<file path="src/rtl/cpu_pkg.sv">
// rtl/cpu_pkg.sv - shared constants, fetch FSM encoding and buffer entry type
package cpu_pkg;

    localparam int INSTR_W = 32;
    localparam int ADDR_W  = 32;

    localparam logic [ADDR_W-1:0]  RESET_PC_DEFAULT = 32'h0040_0000;
    localparam logic [INSTR_W-1:0] NOP              = 32'h0000_0000;

    typedef enum logic [1:0] {
        BOOT,
        RUN,
        REDIR
    } fetch_state_t;

    typedef struct packed {
        logic [ADDR_W-1:0]  pc;
        logic [INSTR_W-1:0] instr;
    } fetch_entry_t;

    function automatic logic [ADDR_W-1:0] word_align(input logic [ADDR_W-1:0] a);
        return a & ~ADDR_W'(3);
    endfunction

endpackage

</file>
<file path="src/rtl/ifetch_fifo.sv">
// rtl/ifetch_fifo.sv - instruction buffer of {pc,instr}; flush beats push, push+pop allowed when full
module ifetch_fifo
    import cpu_pkg::*;
#(
    parameter  int DEPTH = 2,
    localparam int CW    = $clog2(DEPTH + 1),
    localparam int PW    = (DEPTH > 1) ? $clog2(DEPTH) : 1
) (
    input  logic          clk,
    input  logic          reset,
    input  logic          push,
    input  fetch_entry_t  push_data,
    input  logic          pop,
    input  logic          flush,
    output fetch_entry_t  head,
    output logic [CW-1:0] count,
    output logic          full,
    output logic          empty
);

    fetch_entry_t  mem [DEPTH];
    logic [PW-1:0] rd_ptr;
    logic [PW-1:0] wr_ptr;
    logic          do_push;
    logic          do_pop;

    function automatic logic [PW-1:0] next_ptr(input logic [PW-1:0] p);
        return (p == PW'(DEPTH - 1)) ? '0 : p + PW'(1);
    endfunction

    assign full    = (count == CW'(DEPTH));
    assign empty   = (count == '0);
    assign do_pop  = pop && !empty;
    assign do_push = push && (!full || do_pop);
    assign head    = mem[rd_ptr];

    always_ff @(posedge clk) begin
        if (reset || flush) begin
            rd_ptr <= '0;
            wr_ptr <= '0;
            count  <= '0;
        end else begin
            if (do_push) wr_ptr <= next_ptr(wr_ptr);
            if (do_pop)  rd_ptr <= next_ptr(rd_ptr);
            count <= count + CW'(do_push) - CW'(do_pop);
        end
    end

    always_ff @(posedge clk) begin
        if (do_push) mem[wr_ptr] <= push_data;
    end

endmodule

</file>
<file path="src/rtl/ifetch_unit.sv">
// rtl/ifetch_unit.sv - fetch stage: owns the PC, reads 1-cycle imem, buffers words for decode
module ifetch_unit
    import cpu_pkg::*;
#(
    parameter logic [ADDR_W-1:0] RESET_PC   = RESET_PC_DEFAULT,
    parameter int                FIFO_DEPTH = 2
) (
    input  logic               clk,
    input  logic               reset,
    output logic               imem_req,
    output logic [ADDR_W-1:0]  imem_addr,
    input  logic [INSTR_W-1:0] imem_rdata,
    input  logic               redirect_valid,
    input  logic [ADDR_W-1:0]  redirect_pc,
    output logic               if_valid,
    output logic [INSTR_W-1:0] if_instr,
    output logic [ADDR_W-1:0]  if_pc,
    output logic [ADDR_W-1:0]  if_pc_plus4,
    input  logic               id_ready
);

    localparam int            CW      = $clog2(FIFO_DEPTH + 1);
    localparam logic [CW:0]   DEPTH_C = (CW + 1)'(FIFO_DEPTH);

    fetch_state_t      state;
    logic [ADDR_W-1:0] pc_q;
    logic [ADDR_W-1:0] inflight_pc;
    logic [ADDR_W-1:0] target;
    logic              inflight;
    logic              active;
    logic              redir_take;
    logic              discard;
    logic              pop;
    logic              push;
    logic              room;
    logic [CW-1:0]     count;
    logic [CW:0]       occupancy;
    logic              full;
    logic              empty;
    fetch_entry_t      head;
    fetch_entry_t      push_data;

    assign active     = !reset && (state != BOOT);
    assign redir_take = active && redirect_valid;
    // The word landing this cycle belongs to the old path; the flush drops it as well.
    assign discard    = redir_take;
    assign target     = word_align(redirect_pc);
    assign pop        = if_valid && id_ready;
    assign push       = inflight && !discard;
    assign push_data  = '{pc: inflight_pc, instr: imem_rdata};

    // Words already owned by the buffer once this cycle's pop and landing response settle.
    assign occupancy  = {1'b0, count} + (CW + 1)'(inflight) - (CW + 1)'(pop);
    assign room       = full ? (pop && !inflight) : (occupancy < DEPTH_C);

    assign imem_req   = redir_take || (active && room);
    assign imem_addr  = redir_take ? target : pc_q;

    assign if_valid    = !reset && !empty;
    assign if_instr    = reset ? NOP : head.instr;
    assign if_pc       = reset ? '0 : head.pc;
    assign if_pc_plus4 = reset ? '0 : head.pc + ADDR_W'(4);

    ifetch_fifo #(
        .DEPTH (FIFO_DEPTH)
    ) u_fifo (
        .clk       (clk),
        .reset     (reset),
        .push      (push),
        .push_data (push_data),
        .pop       (pop),
        .flush     (redir_take),
        .head      (head),
        .count     (count),
        .full      (full),
        .empty     (empty)
    );

    always_ff @(posedge clk) begin
        if (reset) begin
            state       <= BOOT;
            pc_q        <= RESET_PC;
            inflight    <= 1'b0;
            inflight_pc <= '0;
        end else begin
            inflight <= imem_req;
            if (imem_req) inflight_pc <= imem_addr;

            if (redir_take)    pc_q <= target + ADDR_W'(4);
            else if (imem_req) pc_q <= pc_q + ADDR_W'(4);

            case (state)
                BOOT:       state <= RUN;
                RUN, REDIR: state <= redirect_valid ? REDIR : RUN;
                default:    state <= BOOT;
            endcase
        end
    end

endmodule

</file>
<file path="config.mk">
export PLATFORM = sky130hd
export DESIGN_NAME = ifetch_unit
export DESIGN_NICKNAME = d
export VERILOG_FILES = /design/src/rtl/cpu_pkg.sv /design/src/rtl/ifetch_fifo.sv /design/src/rtl/ifetch_unit.sv
export SDC_FILE = /design/constraint.sdc
export NUM_CORES = 1
export LEC_CHECK = 0
export BUFFER_PORTS_ARGS = -buffer_cell sky130_fd_sc_hd__buf_4
export CORE_UTILIZATION = 60
export CTS_CLUSTER_DIAMETER = 50
export DETAILED_ROUTE_END_ITERATION = 7
export HOLD_SLACK_MARGIN = 0.12
export MAX_ROUTING_LAYER = met4
export PLACE_DENSITY_LB_ADDON = 0.3
export RECOVER_POWER = 50
export SYNTH_ARGS = -nofsm -noshare
export SYNTH_HDL_FRONTEND = slang
export SYNTH_SLANG_ARGS = --single-unit
export TNS_END_PERCENT = 1
</file>
<file path="constraint.sdc">
create_clock -name clk -period 12.87 [get_ports clk]
set_clock_uncertainty 0.2 [all_clocks]
set_input_delay 2.574 -clock clk [delete_from_list [all_inputs] [get_ports clk]]
set_output_delay 2.574 -clock clk [all_outputs]
set_load 0.01 [all_outputs]
</file>
==> results of run 1 <==
area by class of cell:
type	count	area, um^2	share of cell area (%)
clock buffer	20	437	3.76
clock inverter	11	140	1.21
inverter	38	143	1.23
multi-input combinational	618	4070	35.1
sequential	192	5090	43.9
tap	211	264	2.28
timing repair buffer	201	1460	12.6
report_power, final:
part	leakage, nW	switching (mW)	internal (mW)	total [mW]
Clock	0.275	0.219	0.304	0.522
Sequential	1.70	0.0435	0.739	0.783
Combinational	2.35	0.226	0.153	0.379
Total	4.33	0.488	1.20	1.68
metal layers:
| metal | track usage (%) | vias to the layer above | part of all wire, % |
|---|---|---|---|
| met4 | 10.2 | 0 | 1.7 |
| li1 | - | 3680 | - |
| met5 | - | - | 0 |
| met2 | 47.6 | 402 | 48 |
| met1 | 36.4 | 3668 | 41 |
| met3 | 5.55 | 38 | 9.2 |
metrics by stage:
step	power (mW)	util (%)	hold slack (ps)	setup slack, ps	instance area (um^2)
after global routing	1.76	75.5	266	2520	11600
after floorplan	1.02	-	220	4730	9590
final	1.68	75.5	256	2840	11600
after global placement	1.15	72.1	231	5110	11100
after CTS	1.68	75.8	255	5100	11700
after detailed placement	1.17	72.1	239	5110	11100
state kept, by name, summed over array words and instances, names as in the netlist, named ones only:
register / count
inflight: 1
inflight_pc: 30
pc_q: 30
state: 2
u_fifo.count: 2
u_fifo.mem: 124
u_fifo.rd_ptr: 1
u_fifo.wr_ptr: 1
cells in the mapped netlist (all sizes together) (4+ instances only):
master,number,area (um^2)
o311ai,7,61.3
inv,38,143
o21ai,13,65.1
mux2i,96,965
clkbuf,30,123
nor2,120,450
o22ai,4,25.0
nand2,56,210
buf,32,190
and3,5,32.5
a21oi,23,115
nand4,18,113
nand3b,11,95.1
o211ai,4,30.0
edfxtp,124,3720
a31oi,4,25.0
nor3,32,160
xnor2,18,158
nand3,52,260
a211oi,25,193
nor3b,6,45.0
and2,6,37.5
dfxtp,68,1360
o2111ai,13,114
mux2,9,101
ha,7,87.6
o31a,5,43.8
nor4,21,138
or4,7,52.6
placed cells by master, fill, tap and decap left out, types with 4 or more instances in the layout:
| cell type | Yosys | layout |
|---|---|---|
| buf_4 | 6 | 163 |
| nand3_1 | 52 | 52 |
| o22ai_1 | 4 | 4 |
| mux2i_1 | 95 | 95 |
| nand2_1 | 56 | 56 |
| xnor2_1 | 18 | 18 |
| clkbuf_4 | 0 | 25 |
| mux2_2 | 8 | 8 |
| nand3b_1 | 10 | 10 |
| edfxtp_1 | 124 | 124 |
| dfxtp_1 | 68 | 67 |
| o211ai_1 | 4 | 4 |
| o21ai_0 | 12 | 12 |
| o31a_1 | 5 | 5 |
| and3_1 | 4 | 4 |
| ha_1 | 7 | 7 |
| clkbuf_1 | 29 | 15 |
| a21oi_1 | 23 | 23 |
| nand4_1 | 18 | 18 |
| inv_1 | 38 | 38 |
| a211oi_1 | 24 | 24 |
| nor3b_1 | 6 | 5 |
| conb_1 | 1 | 6 |
| o311ai_0 | 6 | 6 |
| o2111ai_1 | 13 | 13 |
| or4_1 | 7 | 7 |
| nor4_1 | 20 | 20 |
| nor3_1 | 32 | 32 |
| nor2_1 | 120 | 120 |
| clkbuf_16 | 0 | 17 |
| and2_1 | 6 | 5 |
logic make-up after synthesis:
logic type	count (synthesis)	share of synthesized area, %
xor+xnor	21	1.92
flops	192	53.1
buf+inv	100	4.76
other cells	1	0.0392
compound gates	127	9.73
simple gates	351	18.1
mux	105	11.1
fa+ha+maj	8	1.12
worst paths after layout:
path / end / cells past startpoint
worst min register to register: u_fifo.mem[1][52] / 0
worst min-delay path: u_fifo.mem[1][52] / 0
worst max-delay path: if_pc_plus4[22] / 7
worst max register to register: u_fifo.mem[0][5] / 7
==> results.cfg, run 1 <==
[worst_setup_path]
critical_path_arrival_ps = 7250
endpoint_kind = output pin
crit_family = buffers and inverters
path_max_fanout = 76
startpoint = reset
crit_top_cell = clkbuf_1
critical_path_class = in -> out
critPathBufInv = 5
start_kind = primary input
worst_ep_required_time_ps = 10100
crit_chain = clkbuf_1 > clkbuf_1 > inv_1 > clkbuf_1 > and2_1 > mux2_2 > buf_4
cp_slowest_cell = clkbuf_1
rr_startpoint = state[0]
max_stage_delay_ps = 2510
reg2reg_slack_ps = 7190

[layout]
fin_cells = 1291
area_delta_synth_final_pct = 21.3
n_fill_cell = 1105
fin_nets = 1144
drive_above_1_share_pct = 22.3
diodes = 0

[sta]
hold_viol_final = 0
final.setup.tns_ps = 0
final-setup-viol-count = 0
max_freq_ghz = 0.0998
rsz0062_at_grt = false
period_share_pct = 77.9
worst_slew_pin_slew_ps = 3630
drv_slew = 252
slew_headroom_pct = -142
layout_min_cycle_time_ps = 10030

[power_and_ir_drop]
p_leak_nw = 4.33
irDropWorstVdd_mv = 0.0994
power_density_mw_per_mm2 = 145

[synth]
ys_types = 78
synth.cell_area_mm2 = 0.00957
yosys_warnings = 0
synth.avg_cell_area_um2 = 10.6
synth_ff_type = edfxtp_1
ys_ff_latch = 192
seq_area_frac_synth_pct = 53.1
synth_edf_count = 124
ys_async_sr_fraction_pct = 0
syn_inst = 905

[cts]
cts_sinks = 192
post_cts_buffers = 0
cts_buffers = 17
clk_pin_slew_ps = 70
htreeDepth = 4
post_cts_resize_count = 0
cts_tree = done
root_buffer = clkbuf_16
hold_buffers = 0
clk_latency_ps = 420
clk_path_buf_depth = 2

[outcome]
outcome = finished, violations left
violations = max-capacitance violations, max-slew violations

[routing]
drc = 0
detail_route.first_pass.iterations = 6
wirelength_um = 23200
route.vias.total = 7788
vias_per_cell = 6.03
wl_per_cell_um = 18.0
drt_iter0_markers = 637
final_antenna_net_count = 0

[global_route]
grt_pass1_vias = 7243
track_usage_pct = 29.2
antenna_found_initial = 0
grt_pass1_wl_um = 36100
grt_start_max_net_pins = 92
grt_remaining_overflow = 0

[placement]
placedCellCount = 1260
io_buffer_count = 189
dp_hpwl_um = 15700
finalWeightedCongestion = 0.910

[min_path]
hold_start = inflight_pc[20]
hp-class = reg -> reg

[floorplan]
die_h_um = 128
coreArea_mm2 = 0.0154
ioPinCount = 198
die_area_mm2 = 0.0165
start_util_pct = 62.2
die_x_um = 128
rows = 45

[flow_run]
drv_cap = 4
Note: power is estimated with default switching activity, not from simulation.
==> run 2: changes to the inputs <==
CORE_UTILIZATION = 50   (was 60)
clock period = 8.1 ns   (was 12.87 ns; I/O delays follow)
==> run 2 against run 1 <==
  * Count of clock-buffer cells in the layout decreased by 2
  * Worst hold slack improved by 1.8 ps
  * Non-clock buffer count increased by 1
  * Final cell count increased by 1.9%
  * Sequential share of layout area decreased by 0.12 points
  * Die area increased by 20%
  * The run still ends with max-capacitance violations, max-slew violations left
  * Via count decreased by 2.7%
  * Setup slack got worse by 1500 ps
  * Power increased by 57%
  * Global-route usage decreased by 5.2 points
==> results.cfg, run 2 (synthesis gave the netlist of run 1 again) <==
[layout]
area_delta_synth_final_pct = 21.6
final_cell_mix = 168 x buf_4, 124 x edfxtp_1, 120 x nor2_1, 95 x mux2i_1, 67 x dfxtp_1
drive_above_1_share_pct = 23.0
top_regs = u_fifo.mem: 124 flops, inflight_pc: 30 flops, pc_q: 30 flops
largest_reg_flops = 124
top_register = u_fifo.mem
fin_nets = 1145
diodes = 0
mostFrequentLayoutCell = buf_4

[floorplan]
die_area_mm2 = 0.0197
die_h_um = 140
start_util_pct = 51.2
coreArea_mm2 = 0.0187
ioPinCount = 198
die_x_um = 140
rows = 50

[worst_setup_path]
r2r-end = u_fifo.mem[0][6]
path_max_fanout = 80
critPathBufInv = 3
critical_path_arrival_ps = 6500
rr_startpoint = state[1]
critical_path_class = in -> reg
crit_chain = buf_4 > or3b_1 > clkbuf_1 > o311a_1 > nor2b_1 > clkbuf_1
reg2reg_slack_ps = 2570
crit_top_cell = clkbuf_1
startpoint = reset
start_kind = primary input
rr_worst_depth = 7
worst_ep_required_time_ps = 7860
endpoint_kind = flip-flop
crit_family = buffers and inverters
cp_slowest_cell = clkbuf_1
max_stage_delay_ps = 2480

[global_route]
grt_remaining_overflow = 0
grt_pass1_vias = 6988
grt_pass1_wl_um = 36100
track_usage_pct = 24.0
grt_start_max_net_pins = 92
antenna_found_initial = 0

[cts]
clk_latency_ps = 440
post_cts_buffers = 0
hold_buffers = 0
cts_tree = done
clk_path_buf_depth = 2
cts_sinks = 192
clk_pin_slew_ps = 70
post_cts_resize_count = 0
root_buffer = clkbuf_16
htreeDepth = 4
cts_buffers = 17

[sta]
final-setup-viol-count = 0
final.setup.tns_ps = 0
hold_viol_final = 0
worst_slew_pin_slew_ps = 3520
period_share_pct = 83.3
rsz0062_at_grt = false
drv_slew = 103
slew_headroom_pct = -135
max_freq_ghz = 0.148
holdWs_ps = 257
layout_min_cycle_time_ps = 6750

[routing]
final_antenna_net_count = 0
detail_route.first_pass.iterations = 8
vias_per_cell = 5.76
drt_iter0_markers = 660
route.vias.total = 7577
wl_per_cell_um = 17.3
drc = 0
wirelength_um = 22800

[placement]
finalWeightedCongestion = 0.879
dp_hpwl_um = 15900
io_buffer_count = 189

[power_and_ir_drop]
p_seq_share_pct = 47.1
power_density_mw_per_mm2 = 227
comb_power_share_pct = 22.3
internal-power_mw = 1.83
p_sw_share_pct = 30.8
irDropWorstVdd_mv = 0.164
netSwitchingPower_mw = 0.812
pwr-share-clk_pct = 30.6
p_leak_nw = 4.35

[outcome]
violations = max-capacitance violations, max-slew violations
outcome = finished, violations left

[min_path]
worstHoldPathCells = 0
hp-class = reg -> reg
hold_start = inflight_pc[8]
whs_endpoint = u_fifo.mem[1][40]

[flow_run]
drv_cap = 2
[run 2: changes by cell type in the layout (fill, tap and decap cells not counted), moves of 2 or more]
cell        previous run  this run
buf_4                163       168
bufinv_16              3         0
clkbuf_1              15         9
clkinv_1               2         0
clkinv_4               1         3
clkinv_8               0         2
clkinvlp_4             2         0
inv_6                  1         4
inv_8                  0         4
[run 2: per-layer routing]
| metal | track usage (%) | routed length, um | up-vias |
|---|---|---|---|
| met2 | 37.2 | 10500 | 275 |
| met4 | 6.25 | 213 | 0 |
| met5 | - | 0 | - |
| met3 | 3.90 | 1600 | 16 |
| met1 | 32.8 | 10400 | 3593 |
| li1 | - | - | 3693 |
[run 2: worst reg2reg max path, stage by stage (launching register included)]
cell and delay, ps:
dfxtp_1 320, inv_1 50, ha_1 270, or3b_1 150, clkbuf_1 970, o311a_1 430
nor2b_1 150, clkbuf_1 2480
[run 2: power groups by stage]
stage / clock [mW] / combinational, mW / sequential [mW]
after floorplan: 0 / 0.389 / 1.23
after global placement: 0 / 0.585 / 1.25
after detailed placement: 0 / 0.595 / 1.26
after CTS: 0.821 / 0.597 / 1.24
after global routing: 0.865 / 0.647 / 1.26
final: 0.808 / 0.588 / 1.24
[run 2: cell type report]
class | count | area, um^2
Clock buffer | 18 | 429
Inverter | 38 | 143
Timing Repair Buffer | 202 | 1490
Clock inverter | 14 | 144
Multi-Input combinational cell | 618 | 4050
Tap cell | 234 | 293
Sequential cell | 192 | 5090
Fill cell | 1564 | 7070
[run 2: through the flow]
step / setup slack [ps] / util [%] / std cells / power (mW) / area [um^2]
2_1_floorplan: 1820 / - / 910 / 1.62 / 9590
3_3_place_gp: 1880 / 59.4 / 1284 / 1.84 / 11100
3_5_place_dp: 1880 / 59.4 / 1284 / 1.85 / 11100
4_1_cts: 1860 / 62.5 / 1316 / 2.66 / 11700
5_1_grt: 958 / 62.2 / 1316 / 2.77 / 11600
6_report: 1350 / 62.2 / 1316 / 2.64 / 11600
[run 2: worst max path at each step]
stage	end	slack, ps	cells past startpoint
6_report	u_fifo.mem[0][6]	1350	6
5_1_grt	u_fifo.mem[0][4]	960	6
4_1_cts	imem_req	1860	10
3_5_place_dp	imem_req	1880	10
3_3_place_gp	imem_req	1880	10
2_1_floorplan	u_fifo.mem[0][0]	1820	6
